[src/rtl/ram16_word_ctrl.sv]
// 32-bit word read/write sequencer over a 16-bit halfword-addressed synchronous RAM.
// Define RAM16_UNALIGNED_EN to allow odd word addresses (second halfword wraps modulo 2^AW).
module ram16_word_ctrl #(
  parameter int AW     = 4,
  parameter int RD_LAT = 1
) (
  input  logic          clk,
  input  logic          rst_n,
  input  logic          req_valid,
  output logic          req_ready,
  input  logic          req_we,
  input  logic [AW-1:0] req_addr,
  input  logic [31:0]   req_wdata,
  input  logic          req_le,
  output logic          resp_valid,
  input  logic          resp_ready,
  output logic [31:0]   resp_rdata,
  output logic          resp_err,
  output logic [AW-1:0] mem_addr,
  output logic          mem_we,
  output logic [15:0]   mem_wdata,
  input  logic [15:0]   mem_rdata
);

  typedef enum logic [2:0] {
    S_IDLE,
    S_ACC0,
    S_ACC1,
    S_WAIT,
    S_RESP
  } state_e;

  state_e        state_q, state_d;
  logic          we_q, we_d;
  logic          le_q, le_d;
  logic [AW-1:0] addr_q, addr_d;
  logic [31:0]   wdata_q, wdata_d;
  logic [15:0]   half0_cap_q, half0_cap_d;
  logic [2:0]    cnt_q, cnt_d;
  logic [AW-1:0] mem_addr_q, mem_addr_d;
  logic          mem_we_q, mem_we_d;
  logic [15:0]   mem_wdata_q, mem_wdata_d;
  logic          resp_valid_q, resp_valid_d;
  logic          resp_err_q, resp_err_d;
  logic [31:0]   resp_rdata_q, resp_rdata_d;
  logic          misaligned;

`ifdef RAM16_UNALIGNED_EN
  assign misaligned = 1'b0;
`else
  assign misaligned = req_addr[0];
`endif

  // Big-endian puts the upper halfword first; little-endian puts it second.
  function automatic logic [15:0] pick_half(input logic [31:0] w, input logic upper);
    return upper ? w[31:16] : w[15:0];
  endfunction

  // cnt counts cycles since ACC0, so half0 arrives at cnt==RD_LAT and half1 one later.
  always_comb begin
    // NOTE: every variable gets a default here so no path can leave it unassigned and infer a latch.
    state_d      = state_q;
    we_d         = we_q;
    le_d         = le_q;
    addr_d       = addr_q;
    wdata_d      = wdata_q;
    half0_cap_d  = half0_cap_q;
    cnt_d        = cnt_q;
    mem_addr_d   = mem_addr_q;
    mem_we_d     = 1'b0;
    mem_wdata_d  = mem_wdata_q;
    resp_valid_d = resp_valid_q;
    resp_err_d   = resp_err_q;
    resp_rdata_d = resp_rdata_q;

    if ((state_q == S_ACC1 || state_q == S_WAIT) && cnt_q == 3'(RD_LAT)) begin
      half0_cap_d = mem_rdata;
    end

    case (state_q)
      S_IDLE: begin
        if (req_valid) begin
          we_d    = req_we;
          le_d    = req_le;
          addr_d  = req_addr;
          wdata_d = req_wdata;
          if (misaligned) begin
            state_d      = S_RESP;
            resp_valid_d = 1'b1;
            resp_err_d   = 1'b1;
            resp_rdata_d = '0;
          end else begin
            state_d    = S_ACC0;
            cnt_d      = '0;
            mem_addr_d = req_addr;
            mem_we_d   = req_we;
            if (req_we) mem_wdata_d = pick_half(req_wdata, !req_le);
          end
        end
      end
      S_ACC0: begin
        state_d    = S_ACC1;
        cnt_d      = cnt_q + 3'd1;
        mem_addr_d = addr_q + AW'(1);
        mem_we_d   = we_q;
        if (we_q) mem_wdata_d = pick_half(wdata_q, le_q);
      end
      S_ACC1: begin
        cnt_d = cnt_q + 3'd1;
        if (we_q) begin
          state_d      = S_RESP;
          resp_valid_d = 1'b1;
          resp_err_d   = 1'b0;
          resp_rdata_d = '0;
        end else begin
          state_d = S_WAIT;
        end
      end
      S_WAIT: begin
        cnt_d = cnt_q + 3'd1;
        if (cnt_q == 3'(RD_LAT + 1)) begin
          state_d      = S_RESP;
          resp_valid_d = 1'b1;
          resp_err_d   = 1'b0;
          resp_rdata_d = le_q ? {mem_rdata, half0_cap_q} : {half0_cap_q, mem_rdata};
        end
      end
      S_RESP: begin
        if (resp_ready) begin
          state_d      = S_IDLE;
          resp_valid_d = 1'b0;
          resp_err_d   = 1'b0;
          resp_rdata_d = '0;
        end
      end
      default: state_d = S_IDLE;
    endcase
  end

  // Reset drops mem_we asynchronously so an interrupted write never completes.
  always_ff @(posedge clk or negedge rst_n) begin
    if (!rst_n) begin
      state_q      <= S_IDLE;
      we_q         <= 1'b0;
      le_q         <= 1'b0;
      addr_q       <= '0;
      wdata_q      <= '0;
      half0_cap_q  <= '0;
      cnt_q        <= '0;
      mem_addr_q   <= '0;
      mem_we_q     <= 1'b0;
      mem_wdata_q  <= '0;
      resp_valid_q <= 1'b0;
      resp_err_q   <= 1'b0;
      resp_rdata_q <= '0;
    end else begin
      // NOTE: non-blocking assignments so every flop samples the pre-edge values.
      state_q      <= state_d;
      we_q         <= we_d;
      le_q         <= le_d;
      addr_q       <= addr_d;
      wdata_q      <= wdata_d;
      half0_cap_q  <= half0_cap_d;
      cnt_q        <= cnt_d;
      mem_addr_q   <= mem_addr_d;
      mem_we_q     <= mem_we_d;
      mem_wdata_q  <= mem_wdata_d;
      resp_valid_q <= resp_valid_d;
      resp_err_q   <= resp_err_d;
      resp_rdata_q <= resp_rdata_d;
    end
  end

  assign req_ready  = (state_q == S_IDLE);
  assign resp_valid = resp_valid_q;
  assign resp_err   = resp_err_q;
  assign resp_rdata = resp_rdata_q;
  assign mem_addr   = mem_addr_q;
  assign mem_we     = mem_we_q;
  assign mem_wdata  = mem_wdata_q;

endmodule

[config.mk]
export PLATFORM = sky130hd
export DESIGN_NAME = ram16_word_ctrl
export DESIGN_NICKNAME = d
export VERILOG_FILES = /design/src/rtl/ram16_word_ctrl.sv
export SDC_FILE = /design/constraint.sdc
export NUM_CORES = 1
export LEC_CHECK = 0
export CELL_PAD_IN_SITES_DETAIL_PLACEMENT = 1
export CELL_PAD_IN_SITES_GLOBAL_PLACEMENT = 2
export CORE_ASPECT_RATIO = 1.4
export CORE_MARGIN = 2
export CORE_UTILIZATION = 34
export DETAILED_ROUTE_END_ITERATION = 6
export PLACE_DENSITY_LB_ADDON = 0.05
export SYNTH_ARGS = -nofsm -noshare
export SYNTH_HDL_FRONTEND = slang
export SYNTH_SLANG_ARGS = --single-unit
export TNS_END_PERCENT = 30
[constraint.sdc]
create_clock -name clk -period 2.9 [get_ports clk]
set_clock_uncertainty 0.2 [all_clocks]
set_input_delay 0.435 -clock clk [delete_from_list [all_inputs] [get_ports clk]]
set_output_delay 0.435 -clock clk [all_outputs]
set_load 0.01 [all_outputs]
After elaboration in Yosys (flattened, before gate mapping):

Index checks and enable logic that the tools add are counted.

* register bits: 115
* ROM bits: 0
* bits in writable memories: 0
* bits in latches: 0
* word-level logic and storage cells: 80
* bits of input ports: 58
* memories: 0
* output and inout bits: 56

* bitwise logic cells: 0
* $mul: 0
* div/mod/pow operators: 0
* order comparisons: 0
* reduce and logical (&&, ||, !) cells: 13
* add/subtract/negate cells: 2
* multiplexer cells: 38
* eq/ne operators: 14
* shifts and indexed selects: 0

Operators by type and width (count)
* 32-bit two-way mux: 6
* 32-bit one-hot mux with 4 select lines: 1
* 16-bit two-way mux: 6
* 16-bit one-hot mux with 2 select lines: 1
* 3-bit two-way mux: 7
* 3-bit one-hot mux with 5 select lines: 1
* 2-bit != test (second input constant): 5
* 3-bit by 2-bit == test with 1-bit output (second input constant): 3
* 1-bit two-way mux: 9
* 3-bit AND reduction: 3
* 4-bit two-way mux: 2
* 1-bit one-hot mux with 4 select lines: 2
* 4-bit one-hot mux with 2 select lines: 1
* 3-bit by 1-bit == test with 1-bit output (second input constant): 2
* 2-bit by 1-bit != test with 1-bit output (second input constant): 3
* 3-bit one-hot mux with 2 select lines: 1
* 6-bit AND reduction: 1
* 5-bit AND reduction: 1
* 4-bit by 1-bit adder with 4-bit output (second input constant): 1
* 2-bit nonzero test: 2
* 4-bit nonzero test: 1
* 3-bit by 1-bit adder with 3-bit output (second input constant): 1
* 3-bit == test (second input constant): 1
* 3-bit zero test: 1
* 5 further kinds: 5

Logic depth before layout (Yosys ltp):

* depth after elaboration: 5
* gate-level depth with buffers: 8
* gate-level depth less buffers: 6

Worst setup path before layout:

OpenSTA, ideal clock, no wires.

* kind: flip-flop to flip-flop
* start: register state_q[1]
* end: register wdata_q[10]
* library setup time: 0.125 ns
* arrival: 1.775 ns
* clock period less this slack: 2.100 ns
* stages on the path, launching flop included: 7
* data required time: 2.575 ns
* path buffers: 3
* path slack: 0.800 ns
* path through: dfrtp_1 -> buf_4 -> nor3_1 -> and2_1 -> buf_4 -> buf_4 -> mux2_2

* word-level cells in the longest chain between the ends: 2

Ends and longest elaborated chain
* start: declaration: RTL line 33 `state_e state_q, state_d;`
* start signal: assignment: RTL line 158 `state_q <= state_d;`
* 3-bit zero test
* via req_ready: RTL line 10 `output logic req_ready,`
* 2-bit AND reduction (no line)
* end signal: assignment: RTL line 162 `wdata_q <= wdata_d;`
* end: declaration: RTL line 37 `logic [31:0] wdata_q, wdata_d;`

The timed path passes the listed nets, and every way through them passes these cells.
A chain may end at the register's enable or synchronous reset.

Worst setup path after layout:

* start: register state_q[0]
* end: output req_ready

* word-level cells in the longest chain between the ends: 1

Ends and longest elaborated chain
* 3-bit zero test: RTL line 174 `assign req_ready = (state_q == S_IDLE);`
* end: declaration: RTL line 10

Every way passes these cells.

==> summary.txt <==
CTS
  • # resized after CTS: 0
  • Clk slew on worst S/H paths: roughly 50 ps
  • Clock Tree Root: clkbuf_16
  • Worst skew pair latency: approximately 400 ps
  • CTS Sinks: 115
  • Clock buffer depth: 2
  • Setup Buffers After CTS: 0
  • CTS tree: built
  • Cts bufs inserted: 17
  • H-Tree Depth: 4

Routing
  • Starting DRT DRC Count: a little under 80
  • Wirelength per Cell: ~17 um
  • DRT Pass-1 Iters: 4
  • DRT Wirelength: 13100 um
  • # DRC: 0
  • Via count: slightly below 4000
  • Routed vias/inst: 4.95
  • Antenna-violating nets left: 0

Power and ir drop
  • P_leak: 0.00333 uW
  • P per Cell Area: around 1000 nW/um2
  • Worst vdd ir: a little over 300 uV
  • Final total power: 7380 uW

Floorplan
  • Die height: between 150 and 200 um
  • Boundary Pins: between 100 and 150
  • Placeable Area: roughly 16000 um2
  • Initial Util: between 30% and 40%
  • Die Wd: 112 um
  • Die area: 17400 um2
  • Row cnt: between 50 and 60

Placement
  • IO Port Bufs: approximately 110
  • Instance area at placement: 6900 um2
  • Dpl hpwl: slightly below 9000 um
  • Routability cong.: about 0.72

Finish
  • Fraction of layout cells with a size suffix above 1: ~25%
  • Nets: 636
  • Synthesis-to-layout area growth: 35.6%
  • Layout Utilization: 46.9%
  • Fill count: between 1500 and 2000
  • Antenna diode count: 0
  • Finished layout cell area: ~7500 um2

STA
  • TNS Setup: 0 ps
  • Final Hold Fails: 0
  • Slew Limit Fails: 0
  • # setup viols final: 0
  • Unrepaired setup endpoints after global routing: false
  • Min cycle time layout: ~2600 ps
  • Hold slack final: 276 ps
  • Max Fclk: 381 MHz
  • Slew @ Worst Pin: between 600 and 700 ps
  • Fin crit share: 90.6%
  • Rel. slew slack: 54.5%

Synth
  • Synth area leaders: dfrtp_1, mux2_2, mux2i_1, nor2_1, o21ai_0
  • Count leader, synth: dfrtp_1
  • Synthesized instance count: roughly 460
  • Post-synth EDFFs: 0
  • Yosys reg bits: ~120
  • Top_reg_cell synth: dfrtp_1
  • Synth top area share: between 50% and 60%
  • Post-synthesis area per instance: between 10 and 15 um2
  • Sequential cell area fraction in the yosys report: approximately half
  • Cell taking the most area after synthesis: dfrtp_1
  • Yosys warns: 0
  • Post-Syn Nets: 521
  • Post-synth ARST share: 100%
  • Synth cell types: 37
  • Post-synth top cells: dfrtp_1, mux2_2, mux2i_1, nor2_1
  • Cell Area, Synth: around 5500 um2

GRT
  • All-Layer GR Usage: 16.1%
  • Largest net degree at the start of global routing: around 50
  • Vias in the first global route: 4295
  • Antenna violations before repair: 0
  • Total gr overflow: 0
  • First-pass GRT wire length: 22000 um

Worst setup path
  • Worst r2r src: state_q[0]
  • Worst-path fanout max: 13
  • CP max stage cell: clkdlybuf4s50_1
  • CP peak stage delay: 630 ps
  • Crit path launch type: register
  • Worst Path Arrival: about 2000 ps
  • Reg2reg setup slack: roughly 560 ps
  • Crit. End Element: output pin
  • CP cell instances: nor3_1 -> clkdlybuf4s50_1
  • CP Class: reg -> out
  • Crit path from: state_q[0]
  • Worst Path Required: 2270 ps
  • FF-to-FF path depth: 4

Run
  • Max-Cap Viols: 0

Run status
  • Status: finished, final reports clean

Worst hold path
  • Type of the tightest min-delay check: reg -> reg
  • Hold path startpoint: mem_wdata[2]
  • Worst hold stages: 2
[through the flow]
stage          std cells  setup WS [ps]
3_5_place_dp         753            375
6_report             786            272
2_1_floorplan        459            800
5_1_grt              786            179
3_3_place_gp         753            432
4_1_cts              786            218
[power breakdown]
| group | switching, uW | total [uW] | internal (uW) |
|---|---|---|---|
| Combinational | 1120 | 2580 | 1460 |
| Sequential | 451 | 2660 | 2210 |
| Clock | 724 | 2130 | 1410 |
[timing repair]
item	4_1_cts	5_1_grt
hold endpoints to repair	36	0
setup endpoints to repair	0	0
hold buffers	1	0
[per-layer routing]
metal / global-route usage [%] / part of all wire, %
met5: 0 / 0
met4: 6.41 / 1.9
met3: 4.40 / 4.9
met2: 28.1 / 51
met1: 18.6 / 42
[registers in the layout (all words and copies together) (netlist names)]
| register | flops |
|---|---|
| resp_valid | 1 |
| resp_err | 1 |
| half0_cap_q | 16 |
| addr_q | 4 |
| state_q | 3 |
| mem_we | 1 |
| mem_wdata | 16 |
| resp_rdata | 32 |
| cnt_q | 3 |
| le_q | 1 |
| mem_addr | 4 |
| wdata_q | 32 |
| we_q | 1 |
[worst max-delay path, delay by kind of cell, from the launching register on]
kind,cells,cell delay (ps)
buffers and inverters,1,630
AND/OR/NAND/NOR,1,430
flip-flops,1,530
[layout make-up]
type	count	area (um2)	area share (%)
repair buffers	128	1290	17.2
clock inverters	10	130	1.73
multi-input cells	305	2470	32.8
inverters	7	26.3	0.349
well taps	199	249	3.31
flip-flops and latches	115	2880	38.3
clock buffers	22	474	6.31
[logic make-up (layout without fill, tap and decap cells)]
group | count (synthesis) | after routing | share of synthesized area [%]
simple gates | 95 | 95 | 7.54
mux | 153 | 153 | 29.9
buf+inv | 39 | 167 | 3.77
xor+xnor | 2 | 2 | 0.316
flops | 115 | 115 | 51.9
compound gates | 51 | 51 | 5.66
fa+ha+maj | 4 | 4 | 0.903
[worst paths after layout]
check	end
min in group asynchronous	mem_wdata[2]
max	req_ready
min	mem_wdata[2]
min reg2reg	mem_wdata[2]
max in group asynchronous	wdata_q[22]
max reg2reg	wdata_q[20]
[cell usage in the layout (no fill, tap or decap), types with 5 or more instances in the layout]
| cell | count |
|---|---|
| nand2_1 | 22 |
| buf_4 | 11 |
| mux2i_1 | 52 |
| clkbuf_16 | 17 |
| a21oi_1 | 17 |
| clkdlybuf4s50_1 | 112 |
| inv_1 | 7 |
| dfrtp_1 | 114 |
| o21ai_0 | 22 |
| mux2_1 | 7 |
| clkinv_2 | 5 |
| mux2_2 | 94 |
| nor2_1 | 51 |
Note: power is estimated with default switching activity, not from simulation.
